`src/rtl/pwm_meter_pkg.sv`:
```
// Shared types and constants for the PWM duty meter.
package pwm_meter_pkg;

  localparam int         DUTY_STEPS = 10;
  localparam logic [3:0] MAX_CODE   = 4'd9;

  typedef logic [3:0] code_t;

  typedef enum logic {
    CALC_IDLE,
    CALC_RUN
  } calc_state_t;

  typedef enum logic {
    MEAS_WAIT_EDGE,
    MEAS_RUN
  } meas_state_t;

endpackage

```
`src/rtl/pwm_duty_meter_if.sv`:
```
// Signal bundle of the PWM duty meter: the waveform in, decoded results out.
// master = waveform source / result consumer, slave = the meter.
interface pwm_duty_meter_if #(
  parameter int CNT_W = 16
);
  import pwm_meter_pkg::*;

  logic             pwm_in;
  code_t            duty_code;
  logic             duty_valid;
  logic [CNT_W-1:0] period_out;
  logic             stuck;
  logic             stuck_lvl;
  logic             overrun;

  modport master (
    output pwm_in,
    input  duty_code, duty_valid, period_out, stuck, stuck_lvl, overrun
  );

  modport slave (
    input  pwm_in,
    output duty_code, duty_valid, period_out, stuck, stuck_lvl, overrun
  );

endinterface

```
`src/rtl/pwm_duty_calc.sv`:
```
// Shift-add compare engine: finds the nearest 10 % duty step for high time H
// over period P. Starting with acc = 3P it compares 20H against the step
// thresholds (2k+3)P one per cycle, so the result takes code+1 cycles.
// A new start is accepted in the same cycle that done is raised.
module pwm_duty_calc
  import pwm_meter_pkg::*;
#(
  parameter int CNT_W = 16
) (
  input  logic             clk,
  input  logic             rst_n,
  input  logic             start,
  input  logic [CNT_W-1:0] h,
  input  logic [CNT_W-1:0] p,
  output logic             busy,
  output logic             done,
  output code_t            code,
  output logic [CNT_W-1:0] period
);

  // 21*P and 20*H both fit below 32*2^CNT_W
  localparam int ACC_W = CNT_W + 5;

  calc_state_t      state, state_nxt;
  logic [ACC_W-1:0] acc, acc_nxt;
  logic [ACC_W-1:0] h20, h20_nxt;
  logic [CNT_W-1:0] p_q, p_nxt;
  code_t            k, k_nxt;

  logic [ACC_W-1:0] h_ext, p_ext, p_q2;

  assign h_ext = ACC_W'(h);
  assign p_ext = ACC_W'(p);
  assign p_q2  = ACC_W'(p_q) << 1;

  // Engine state and working registers
  always_ff @(posedge clk or negedge rst_n) begin
    if (!rst_n) begin
      state <= CALC_IDLE;
      acc   <= '0;
      h20   <= '0;
      p_q   <= '0;
      k     <= '0;
    end else begin
      state <= state_nxt;
      acc   <= acc_nxt;
      h20   <= h20_nxt;
      p_q   <= p_nxt;
      k     <= k_nxt;
    end
  end

  // Step the threshold compare; a start overrides the return to idle
  always_comb begin
    state_nxt = state;
    acc_nxt   = acc;
    h20_nxt   = h20;
    p_nxt     = p_q;
    k_nxt     = k;
    done      = 1'b0;
    if (state == CALC_RUN) begin
      if ((h20 < acc) || (k == MAX_CODE)) begin
        done      = 1'b1;
        state_nxt = CALC_IDLE;
      end else begin
        acc_nxt = acc + p_q2;
        k_nxt   = k + 4'd1;
      end
    end
    if (start) begin
      state_nxt = CALC_RUN;
      acc_nxt   = p_ext + (p_ext << 1);
      h20_nxt   = (h_ext << 4) + (h_ext << 2);
      p_nxt     = p;
      k_nxt     = '0;
    end
  end

  assign busy   = (state == CALC_RUN);
  assign code   = k;
  assign period = p_q;

endmodule

```
`src/rtl/pwm_duty_meter.sv`:
```
// PWM duty meter: synchronises an asynchronous PWM input, measures high time
// and period between rising edges and decodes the duty step (code k = (k+1)*10 %).
// One snapshot can wait in a pending slot while the calc engine is busy;
// losing one sets the sticky overrun flag.
// Optional build macro: PWM_METER_GLITCH_FILTER_EN rejects pulses shorter
// than two clocks after the synchroniser (adds two clocks of latency).
module pwm_duty_meter
  import pwm_meter_pkg::*;
#(
  parameter int CNT_W    = 16,
  parameter int SYNC_STG = 2
) (
  input logic              clk,
  input logic              rst_n,
  pwm_duty_meter_if.slave  bus
);

  logic [SYNC_STG-1:0] sync_q;
  logic                sync_out;
  logic                s, s_d, rise;

  logic [CNT_W-1:0] per_cnt, hi_cnt;
  logic             per_sat, hi_sat;

  meas_state_t meas, meas_nxt;
  logic        snap, go_stuck;

  logic             pend_full, pend_load, pend_clr, ovr_set;
  logic [CNT_W-1:0] pend_h, pend_p;

  logic             calc_start, calc_busy, calc_done, calc_ready;
  logic [CNT_W-1:0] calc_h, calc_p, calc_period;
  code_t            calc_code;

  code_t            duty_code_q;
  logic             duty_valid_q, stuck_q, stuck_lvl_q, overrun_q;
  logic [CNT_W-1:0] period_q;

  // Input synchroniser chain
  always_ff @(posedge clk or negedge rst_n) begin
    if (!rst_n) sync_q <= '0;
    else        sync_q <= {sync_q[SYNC_STG-2:0], bus.pwm_in};
  end

  assign sync_out = sync_q[SYNC_STG-1];

`ifdef PWM_METER_GLITCH_FILTER_EN
  logic sync_d;

  // Accept a new level only after two equal consecutive samples
  always_ff @(posedge clk or negedge rst_n) begin
    if (!rst_n) begin
      sync_d <= 1'b0;
      s      <= 1'b0;
    end else begin
      sync_d <= sync_out;
      if (sync_out == sync_d) s <= sync_out;
    end
  end
`else
  assign s = sync_out;
`endif

  // Delayed level for rising-edge detection
  always_ff @(posedge clk or negedge rst_n) begin
    if (!rst_n) s_d <= 1'b0;
    else        s_d <= s;
  end

  assign rise    = s & ~s_d;
  assign per_sat = &per_cnt;
  assign hi_sat  = &hi_cnt;

  // Period/high counters; the rise cycle is the first cycle of the new period
  always_ff @(posedge clk or negedge rst_n) begin
    if (!rst_n) begin
      per_cnt <= '0;
      hi_cnt  <= '0;
    end else if (rise) begin
      per_cnt <= CNT_W'(1);
      hi_cnt  <= CNT_W'(1);
    end else begin
      if (!per_sat)     per_cnt <= per_cnt + CNT_W'(1);
      if (s && !hi_sat) hi_cnt  <= hi_cnt + CNT_W'(1);
    end
  end

  // Measurement FSM state register
  always_ff @(posedge clk or negedge rst_n) begin
    if (!rst_n) meas <= MEAS_WAIT_EDGE;
    else        meas <= meas_nxt;
  end

  // Measurement FSM: first edge only arms, later edges snapshot, timeout -> stuck
  always_comb begin
    meas_nxt = meas;
    snap     = 1'b0;
    go_stuck = 1'b0;
    case (meas)
      MEAS_WAIT_EDGE: begin
        if (rise) meas_nxt = MEAS_RUN;
      end
      MEAS_RUN: begin
        if (rise) begin
          snap = 1'b1;
        end else if (per_sat) begin
          go_stuck = 1'b1;
          meas_nxt = MEAS_WAIT_EDGE;
        end
      end
      default: meas_nxt = MEAS_WAIT_EDGE;
    endcase
  end

  // Stuck flag tracks the synchronised level until the next rising edge
  always_ff @(posedge clk or negedge rst_n) begin
    if (!rst_n) begin
      stuck_q     <= 1'b0;
      stuck_lvl_q <= 1'b0;
    end else if (go_stuck) begin
      stuck_q     <= 1'b1;
      stuck_lvl_q <= s;
    end else if (stuck_q && rise) begin
      stuck_q     <= 1'b0;
      stuck_lvl_q <= 1'b0;
    end else if (stuck_q) begin
      stuck_lvl_q <= s;
    end
  end

  assign calc_ready = ~calc_busy | calc_done;

  // Route snapshots: pending slot feeds the engine first, newest snapshot wins the slot
  always_comb begin
    calc_start = 1'b0;
    calc_h     = hi_cnt;
    calc_p     = per_cnt;
    pend_load  = 1'b0;
    pend_clr   = 1'b0;
    ovr_set    = 1'b0;
    if (pend_full) begin
      if (calc_ready) begin
        calc_start = 1'b1;
        calc_h     = pend_h;
        calc_p     = pend_p;
        if (snap) pend_load = 1'b1;
        else      pend_clr  = 1'b1;
      end else if (snap) begin
        pend_load = 1'b1;
        ovr_set   = 1'b1;
      end
    end else if (snap) begin
      if (calc_ready) calc_start = 1'b1;
      else            pend_load  = 1'b1;
    end
  end

  // Pending slot and sticky overrun
  always_ff @(posedge clk or negedge rst_n) begin
    if (!rst_n) begin
      pend_full <= 1'b0;
      pend_h    <= '0;
      pend_p    <= '0;
      overrun_q <= 1'b0;
    end else begin
      if (pend_load) begin
        pend_full <= 1'b1;
        pend_h    <= hi_cnt;
        pend_p    <= per_cnt;
      end else if (pend_clr) begin
        pend_full <= 1'b0;
      end
      if (ovr_set) overrun_q <= 1'b1;
    end
  end

  pwm_duty_calc #(
    .CNT_W (CNT_W)
  ) u_calc (
    .clk    (clk),
    .rst_n  (rst_n),
    .start  (calc_start),
    .h      (calc_h),
    .p      (calc_p),
    .busy   (calc_busy),
    .done   (calc_done),
    .code   (calc_code),
    .period (calc_period)
  );

  // Publish a finished measurement with a one-cycle valid pulse
  always_ff @(posedge clk or negedge rst_n) begin
    if (!rst_n) begin
      duty_code_q  <= '0;
      period_q     <= '0;
      duty_valid_q <= 1'b0;
    end else begin
      duty_valid_q <= calc_done;
      if (calc_done) begin
        duty_code_q <= calc_code;
        period_q    <= calc_period;
      end
    end
  end

  assign bus.duty_code  = duty_code_q;
  assign bus.duty_valid = duty_valid_q;
  assign bus.period_out = period_q;
  assign bus.stuck      = stuck_q;
  assign bus.stuck_lvl  = stuck_lvl_q;
  assign bus.overrun    = overrun_q;

endmodule

```
`src/flat_wrapper.sv`:
```
// flat-port wrapper written by rule: the top's interface ports become plain ports
module pwm_duty_meter_flat import pwm_meter_pkg::*;
#(
  parameter int CNT_W    = 16,
  parameter int SYNC_STG = 2
)
  (clk, rst_n, bus_pwm_in, bus_duty_code, bus_duty_valid, bus_period_out, bus_stuck, bus_stuck_lvl, bus_overrun);
  pwm_duty_meter_if #(.CNT_W(CNT_W)) bus_i ();
  input logic clk;
  input logic rst_n;
  input wire logic [$bits(bus_i.pwm_in)-1:0] bus_pwm_in;
  output wire logic [$bits(bus_i.duty_code)-1:0] bus_duty_code;
  output wire logic [$bits(bus_i.duty_valid)-1:0] bus_duty_valid;
  output wire logic [$bits(bus_i.period_out)-1:0] bus_period_out;
  output wire logic [$bits(bus_i.stuck)-1:0] bus_stuck;
  output wire logic [$bits(bus_i.stuck_lvl)-1:0] bus_stuck_lvl;
  output wire logic [$bits(bus_i.overrun)-1:0] bus_overrun;
  assign bus_i.pwm_in = bus_pwm_in;
  assign bus_duty_code = bus_i.duty_code;
  assign bus_duty_valid = bus_i.duty_valid;
  assign bus_period_out = bus_i.period_out;
  assign bus_stuck = bus_i.stuck;
  assign bus_stuck_lvl = bus_i.stuck_lvl;
  assign bus_overrun = bus_i.overrun;
  pwm_duty_meter #(.CNT_W(CNT_W), .SYNC_STG(SYNC_STG)) u_core (.clk(clk), .rst_n(rst_n), .bus(bus_i));
endmodule
```
`config.mk`:
```
export PLATFORM = sky130hd
export DESIGN_NAME = pwm_duty_meter_flat
export DESIGN_NICKNAME = d
export VERILOG_FILES = /design/src/rtl/pwm_meter_pkg.sv /design/src/rtl/pwm_duty_meter_if.sv /design/src/rtl/pwm_duty_calc.sv /design/src/rtl/pwm_duty_meter.sv /design/src/flat_wrapper.sv
export SDC_FILE = /design/constraint.sdc
export NUM_CORES = 1
export LEC_CHECK = 0
export CORE_MARGIN = 2
export CORE_UTILIZATION = 58
export DETAILED_ROUTE_END_ITERATION = 7
export DONT_BUFFER_PORTS = 1
export GPL_ROUTABILITY_DRIVEN = 1
export PLACE_DENSITY = 0.76
export SKIP_CTS_REPAIR_TIMING = 1
export SLEW_MARGIN = 15
export SYNTH_ARGS = -nofsm -noshare
export SYNTH_HDL_FRONTEND = slang
export SYNTH_HIERARCHICAL = 1
export SYNTH_SLANG_ARGS = --single-unit
```
`constraint.sdc`:
```
create_clock -name clk -period 4.9 [get_ports clk]
set_input_delay 0.735 -clock clk [delete_from_list [all_inputs] [get_ports clk]]
set_output_delay 0.735 -clock clk [all_outputs]
set_load 0.02 [all_outputs]
```
## After elaboration in Yosys (flattened, before gate mapping)

Index checks and enable logic that the tools add are counted.

| word-level totals | value |
|---|---|
| flip-flop bits (word level) | 156 |
| input bits | 3 |
| output and inout bits | 24 |

| operators by class | value |
|---|---|
| add/sub/neg operators | 6 |
| magnitude comparators | 1 |
| equal/unequal tests | 3 |
| multiplexer cells | 46 |
| bitwise operators | 5 |
| reductions and logical operators | 12 |

Operator list:

| cell | count |
|---|---|
| 2-to-1 mux 16 bit | 8 |
| 2-to-1 mux 21 bit | 3 |
| adder 16 x 1 -> 16 bit (second input constant) | 2 |
| AND reduction 16 bit | 2 |
| 2-to-1 mux 1 bit | 31 |
| adder 20 x 18 -> 21 bit | 1 |
| adder 21 x 17 -> 21 bit | 1 |
| less-than comparator 21 bit | 1 |
| adder 16 x 17 -> 18 bit | 1 |
| 2-to-1 mux 4 bit | 3 |
| nonzero test 2 bit | 4 |
| adder 4 x 1 -> 4 bit (second input constant) | 1 |
| equality test 4 bit (second input constant) | 1 |
| inequality test 2 x 1 -> 1 bit (second input constant) | 2 |
| inverter 1 bit | 3 |
| nonzero test 3 bit | 1 |
| logical AND 1 bit | 2 |
| one-hot mux 1 bit (2 select lines) | 1 |
| AND reduction 2 bit | 1 |
| bitwise AND 1 bit | 1 |
| logical NOT 1 bit | 1 |
| logical OR 1 bit | 1 |
| OR 1 bit | 1 |

## Longest topological paths before layout

Gate-level depths: netlist (run 1).

| logic depth | value |
|---|---|
| word-level depth | 10 |
| mapped depth | 23 |
| mapped depth without buffers | 20 |

## Cells and area by module

The synthesis (run 1) kept the hierarchy.

Modules (own cells, without submodules):

| module | times used | cells an instance | area each (um^2) |
|---|---|---|---|
| pwm_duty_calc | 1 | 561 | 5223.8 |
| pwm_duty_meter | 1 | 368 | 4391.7 |

## Least setup slack after synthesis (run 1)

OpenSTA, ideal clock, no wires.

| timing path | value |
|---|---|
| path kind | flip-flop to flip-flop |
| start point | register u_core.u_calc.acc[6] |
| end point | register u_core.u_calc.acc[17] |
| library setup time | 0.141 ns |
| arrival | 4.673 ns |
| data required time | 4.759 ns |
| slack | 0.086 ns |
| stages on the path, launching flop included | 23 |
| cells stage by stage | dfrtp_1 inv_1 ha_1 a21o_1 a221oi_1 nand2_1 a22o_2 buf_6 nor3b_1 nor2b_1 nand2b_1 clkbuf_1 buf_2 mux2_2 ha_1 fa_1 a211oi_1 o21ai_0 a311oi_1 nor3_1 a31o_2 a211oi_1 a31oi_1 |

RTL lines:

| item | line | source |
|---|---|---|
| start, declared | pwm_duty_calc.sv:25 | `logic [ACC_W-1:0] acc, acc_nxt;` |
| start signal, assigned | pwm_duty_calc.sv:46 | `acc <= acc_nxt;` |
| less-than comparator 21 bit | pwm_duty_calc.sv:62 | `if ((h20 < acc) \|\| (k == MAX_CODE)) begin` |
| logical OR 1 bit | pwm_duty_calc.sv:62 |  |
| 2-to-1 mux 1 bit | pwm_duty_calc.sv:62 |  |
| 2-to-1 mux 1 bit | pwm_duty_calc.sv:61 | `if (state == CALC_RUN) begin` |
| named net u_core.calc_done | pwm_duty_meter.sv:31 | `logic calc_start, calc_busy, calc_done, calc_ready;` |
| OR 1 bit | pwm_duty_meter.sv:131 | `assign calc_ready = ~calc_busy \| calc_done;` |
| 2-to-1 mux 16 bit | pwm_duty_meter.sv:142 | `if (calc_ready) begin` |
| 2-to-1 mux 16 bit | pwm_duty_meter.sv:141 | `if (pend_full) begin` |
| named net u_core.calc_p[1] | pwm_duty_meter.sv:32 | `logic [CNT_W-1:0] calc_h, calc_p, calc_period;` |
| adder 16 x 17 -> 18 bit | pwm_duty_calc.sv:72 | `acc_nxt = p_ext + (p_ext << 1);` |
| 2-to-1 mux 21 bit | pwm_duty_calc.sv:70 | `if (start) begin` |

The timed path passes the listed nets, and every way through them passes these cells. The select of a mux whose other input is x is not followed.
A chain may end at the register's enable or synchronous reset.

## Final worst setup path (run 1)

| timing path | value |
|---|---|
| start point | register u_core.u_calc.acc[7] |
| end point | register u_core.u_calc.acc[17] |

Same word-level chain as after synthesis.

==> out/results.txt, run 1 <==
Post-synth EDFFs: 0
Post-Syn Area per Cell: 10.4 µm²
I/O Pins: 27
Final Cycle Share: 94.7%
Leakage power: 5.03 nW
Ant diodes: 0
Worst path cell trace: inv_1 -> ha_1 -> and3_1 -> a221oi_2 -> nand2_1 -> a22o_2 -> nor3b_4 -> nor2b_2 -> nand2b_4 -> mux2_2 -> ha_1 -> fa_2 -> a211oi_2 -> o21ai_1 -> a311oi_1 -> nor3_1 -> a31o_2 -> a211oi_1 -> a31oi_1
Yosys cell types: 79
FMAX: 215 MHz
Vias in the first global route: 6951
Syn-to-layout area delta: 10.1%
CP max FO: 5
Slowest-stage cell, CP: fa_2
Htree depth: 4
Synth area leaders: dfrtp_1, mux2_2, ha_1
CORE AREA: 16400 µm²
Pins Over Slew Limit: 0
Mapped Cells: 929
Metal2 WL: 10.3 mm
Layout cell share with drive strength beyond 1: 19.9%
Reg clk slew, reported paths: 60 ps
Status: complete, no violations
Pwr/cell area: 418 nW/µm²
TritonCTS clock tree: done
Final setup vio count: 0
Ys async rst share: 100%
Synth area leader: dfrtp_1
Final Hold Viols: 0
Critical path data required time: 5190 ps
Flops & latches, synth: 154
Inst Count DP: 1126
Commonest non-fill, non-tap cell in the layout: dfrtp_1
Number of clock sinks: 154
Die ar.: 17600 µm²
Inserted Clock Buffers: 17
DR vias/cell: 6.32
Worst-Margin Slew: 1050 ps
Worst-Skew Late Latency: 430 ps
Met1 wire length: 10.2 mm
Number of routed nets with antenna violations: 0
R2R Path End: u_core/u_calc/acc[17]$_DFFE_PN0P_
Most frequent cells in the layout: dfrtp_1, mux2_2, ha_1, nand2_1, a21oi_1
MaxCap Viol Count: 0
Post-DP HPWL: 14.5 mm
CP Buf/Inv Count: 1
Area share of the largest cell type after synthesis: 40.1%
Initial core utilization: 58.6%
Crit-path max cell delay: 400 ps
DR pass1 iterations: 5
DRT Wirelength: 21.5 mm
Nets: 1006
Drc violations: 0
Peak VDD IR: 0.275 mV
Syn nets: 1005
Crit end category: flip-flop
Sum Neg Setup Slack: 0 ps
Wirelength per Cell: 18.6 µm
CTS Root Cell: clkbuf_16
Reg2reg path depth: 19
Part of the Yosys area used for sequential elements: 40.1%
WL met3: 809 µm
GRT Total Usage: 24.8%
HP Class: in2async
Vias: 7337
CP top delay family: compound AO/OA/AOI/OAI gates
Top sig layer: met4
R2R Setup Slk: 260 ps
Post-Syn Area: 9620 µm²
Largest net degree at the start of global routing: 155
Final Critical Period: 4640 ps
Starting DRT DRC Count: 499
GR Overflow Total: 0
Initial antenna violation count: 0
Die Height: 133 µm
Clk_skew: 10.7 ps
Post-Layout Cell Count: 1161
Slew margin rel.: 29.9%
Core Rows: 47
Port Buf Inserts: 0
Data arrival, critical path: 4940 ps
Synth Warn #: 6
Crit start category: flip-flop
First-pass GRT wire length: 35.3 mm
Die width: 133 µm
Max Buffers Root-to-Sink: 2
CP Class: reg2reg
Crit-path most repeated cell: ha_1
RR Startpoint: u_core/u_calc/acc[7]$_DFFE_PN0P_
GPL Wtd Cong: 0.896
Post-synth top flop: dfrtp_1
[cell type report]
type | instances | area, µm²
fillers | 1281 | 5820
flip-flops and latches | 154 | 3850
clock inverters | 7 | 139
inverters | 43 | 161
repair buffers | 16 | 170
clock buffers | 23 | 488
multi-input cells | 698 | 5500
well taps | 220 | 275
[logic make-up after synthesis]
family                     share of synthesized area (%)
AOI/OAI and AO/OA                                   16.6
and+or+nand+nor                                     13.1
DFF                                                 40.1
muxes                                               14.1
buffers and inverters                               3.40
adders and majority gates                           9.73
xor gates and xnor gates                            2.91
[metal layers]
metal  up-vias  track usage, %
met3        24            4.90
met4         0            6.69
met2       190            39.4
met5         -               0
met1      3648            34.9
li1       3475               -
[cells in the mapped netlist (3+ instances only)]
library cell,instances
a211oi_1,15
a21o_1,25
a21oi_1,60
a22oi_1,3
a311oi_1,4
a31o_2,3
a31oi_1,7
and2_1,5
and3_1,15
and4_1,5
and4b_1,3
buf_2,10
buf_6,3
clkbuf_1,18
dfrtp_1,154
fa_1,3
ha_1,70
inv_1,42
mux2_2,106
mux2i_1,15
nand2_1,62
nand2b_1,4
nand3_1,20
nand4_1,11
nor2_1,37
nor2b_1,5
nor3_1,18
nor3b_1,3
nor4_1,4
o2111ai_1,3
o211ai_1,7
o21a_1,11
o21ai_0,52
o21bai_1,5
o311ai_0,4
o31ai_1,9
or2_2,6
or3_1,16
or4_1,7
xnor2_1,16
xor2_1,16
[worst max path at each step]
stage | start | endpoint | slack [ps] | cells past startpoint
6_report | u_core/u_calc/acc[7]$_DFFE_PN0P_ | u_core/u_calc/acc[17]$_DFFE_PN0P_ | 260 | 19
5_1_grt | u_core/u_calc/acc[19]$_DFFE_PN0P_ | u_core/u_calc/acc[17]$_DFFE_PN0P_ | -20 | 19
4_1_cts | u_core/u_calc/acc[19]$_DFFE_PN0P_ | u_core/u_calc/acc[17]$_DFFE_PN0P_ | -40 | 19
3_5_place_dp | u_core/u_calc/acc[6]$_DFFE_PN0P_ | u_core/u_calc/acc[17]$_DFFE_PN0P_ | 20 | 19
3_3_place_gp | u_core/u_calc/acc[6]$_DFFE_PN0P_ | u_core/u_calc/acc[17]$_DFFE_PN0P_ | 90 | 19
2_1_floorplan | u_core/u_calc/acc[6]$_DFFE_PN0P_ | u_core/u_calc/acc[17]$_DFFE_PN0P_ | 90 | 22
[state kept, by name (all words and copies together) (netlist names), 4 cells and up]
name	flops
u_core/u_calc/code	4
u_core/bus.duty_code	4
u_core/pend_p	16
u_core/u_calc/period	16
u_core/pend_h	16
u_core/u_calc/acc	21
u_core/bus.period_out	16
u_core/hi_cnt	16
u_core/u_calc/h20	19
u_core/per_cnt	16
[through the flow]
step                hold slack [ps]  util [%]  instance area (µm²)  setup slack (ps)  power, mW
floorplan                       331         -                 9620              86.4       2.62
global placement                334      59.9                 9840              94.3       2.90
detailed placement              341      59.9                 9840              21.9       2.95
CTS                           -5.11      63.8                10500             -37.3       4.37
global route                   2.86      64.5                10600             -16.0       4.65
finish                         20.5      64.5                10600               258       4.42
[where the power goes]
group,switching [mW],internal [mW],total [mW]
logic,0.749,0.601,1.35
clock network,0.503,0.901,1.40
registers,0.213,1.45,1.67
total,1.47,2.95,4.42
Power figures use the tool's default switching activity.
==> run 2: changes to the inputs <==
--- a/config.mk
+++ b/config.mk
@@ -10,6 +10,7 @@
 export DETAILED_ROUTE_END_ITERATION = 7
 export DONT_BUFFER_PORTS = 1
 export GPL_ROUTABILITY_DRIVEN = 1
+export HOLD_SLACK_MARGIN = 0.08
 export PLACE_DENSITY = 0.76
 export SKIP_CTS_REPAIR_TIMING = 1
 export SLEW_MARGIN = 15
==> out/results.txt, run 2 (same netlist as run 1, synthesis figures left out) <==
CTS Root Cell: clkbuf_16
DR pass1 iterations: 5
Worst path cell trace: inv_1 -> ha_1 -> and3_1 -> a221oi_2 -> nand2_1 -> a22o_2 -> nor3b_4 -> nor2b_2 -> nand2b_4 -> mux2_2 -> ha_1 -> fa_2 -> a211oi_2 -> o21ai_1 -> a311oi_1 -> nor3_1 -> a31o_2 -> a211oi_1 -> a31oi_1
TritonCTS clock tree: done
Initial antenna violation count: 0
DRT Wirelength: 21.2 mm
Die Height: 133 µm
Data arrival, critical path: 4910 ps
Syn-to-layout area delta: 9.64%
Largest net degree at the start of global routing: 155
Crit-path most repeated cell: ha_1
CP top delay family: compound AO/OA/AOI/OAI gates
Vias in the first global route: 6951
RR Startpoint: u_core/u_calc/acc[7]$_DFFE_PN0P_
HP Class: in2async
Htree depth: 4
Top flop regs: u_core/u_calc/acc (21), u_core/u_calc/h20 (19)
Leakage power: 5.02 nW
Die ar.: 17600 µm²
Final Hold Viols: 0
Fin area: 10500 µm²
Number of clock sinks: 154
Final Cycle Share: 94.3%
Slowest-stage cell, CP: fa_2
Post-DP HPWL: 14.5 mm
Worst-Margin Slew: 1060 ps
I/O Pins: 27
Peak VDD IR: 0.272 mV
Reg2reg path depth: 19
Worst-Skew Late Latency: 420 ps
Fill cell count: 1283
CORE AREA: 16400 µm²
Status: complete, no violations
MaxCap Viol Count: 0
Number of routed nets with antenna violations: 0
Starting DRT DRC Count: 453
Max reg flops: 21
Critical path data required time: 5190 ps
R2R Path End: u_core/u_calc/acc[17]$_DFFE_PN0P_
Port Buf Inserts: 0
Final setup vio count: 0
Most frequent cells in the layout: dfrtp_1, mux2_2, ha_1, nand2_1, a21oi_1
Dpl cell area: 9840 µm²
First-pass GRT wire length: 35.3 mm
GPL Wtd Cong: 0.896
Clk_skew: 9.31 ps
FMAX: 216 MHz
Crit start category: flip-flop
Max Buffers Root-to-Sink: 2
Final Critical Period: 4620 ps
GR Overflow Total: 0
DR vias/cell: 6.26
Slew margin rel.: 29.1%
Nets: 1003
GRT Total Usage: 24.8%
Initial core utilization: 58.6%
Core Rows: 47
Ant diodes: 0
CP Buf/Inv Count: 1
Layout cell share with drive strength beyond 1: 19.8%
CP Class: reg2reg
Crit-path max cell delay: 400 ps
Die width: 133 µm
CP max FO: 5
Crit end category: flip-flop
R2R Setup Slk: 280 ps
Inst Count DP: 1126
Sum Neg Setup Slack: 0 ps
Wirelength per Cell: 18.3 µm
Most flop-heavy register: u_core/u_calc/acc
Pwr/cell area: 419 nW/µm²
Drc violations: 0
Pins Over Slew Limit: 0
Commonest non-fill, non-tap cell in the layout: dfrtp_1
Vias: 7248
Reg clk slew, reported paths: 60 ps
Post-Layout Cell Count: 1158
Inserted Clock Buffers: 17
[run 2: cell types whose count changed in the layout (fill, tap and decap cells not counted)]
cell | previous run | this run
dlygate4sd3_1 | 2 | 0
buf_12 | 2 | 1
[run 2: worst reg2reg max path, delay by kind of cell (launching register included)]
kind / cells / cell delay (ps)
flip-flops: 1 / 390
AND/OR/NAND/NOR: 6 / 920
buffers and inverters: 1 / 80
adder cells (fa/ha/maj): 3 / 970
AO/OA/AOI/OAI: 8 / 1810
multiplexers: 1 / 350
[run 2: layout make-up]
type                    instances  area, µm²  share of cell area [%]
multi-input cells             698       5500                    52.1
well taps                     220        275                    2.61
inverters                      43        161                    1.53
flip-flops and latches        154       3850                    36.6
clock inverters                 7        139                    1.32
repair buffers                 13        130                    1.23
clock buffers                  23        488                    4.63
[run 2: worst max path at each step]
stage	to	slack [ps]	startpoint	cells after the start
after global placement	u_core/u_calc/acc[17]$_DFFE_PN0P_	90	u_core/u_calc/acc[6]$_DFFE_PN0P_	19
after global routing	u_core/u_calc/acc[17]$_DFFE_PN0P_	-20	u_core/u_calc/acc[19]$_DFFE_PN0P_	19
after detailed placement	u_core/u_calc/acc[17]$_DFFE_PN0P_	20	u_core/u_calc/acc[6]$_DFFE_PN0P_	19
after floorplan	u_core/u_calc/acc[17]$_DFFE_PN0P_	90	u_core/u_calc/acc[6]$_DFFE_PN0P_	22
after CTS	u_core/u_calc/acc[17]$_DFFE_PN0P_	-40	u_core/u_calc/acc[19]$_DFFE_PN0P_	19
final	u_core/u_calc/acc[17]$_DFFE_PN0P_	280	u_core/u_calc/acc[7]$_DFFE_PN0P_	19
[run 2: stage by stage]
step,utilization [%],setup WS [ps],hold slack (ps),total power [mW]
final,64.3,279,296,4.42
after CTS,63.8,-37.3,-5.11,4.37
after global placement,59.9,94.3,334,2.90
after detailed placement,59.9,21.9,341,2.95
after floorplan,-,86.4,331,2.62
after global routing,64.3,-16.0,321,4.66
[run 2: power by group]
part | total (mW) | internal, mW | switching, mW
clock network | 1.40 | 0.901 | 0.500
registers | 1.66 | 1.45 | 0.212
logic | 1.35 | 0.598 | 0.756
total | 4.42 | 2.95 | 1.47
[run 2: routing by layer]
metal / part of all wire (%) / global-route usage [%] / vias to the layer above
met5: 0 / 0 / -
met4: 0.94 / 6.69 / 0
met3: 3.4 / 4.90 / 17
met2: 48 / 39.4 / 162
met1: 48 / 34.9 / 3604
li1: - / - / 3465
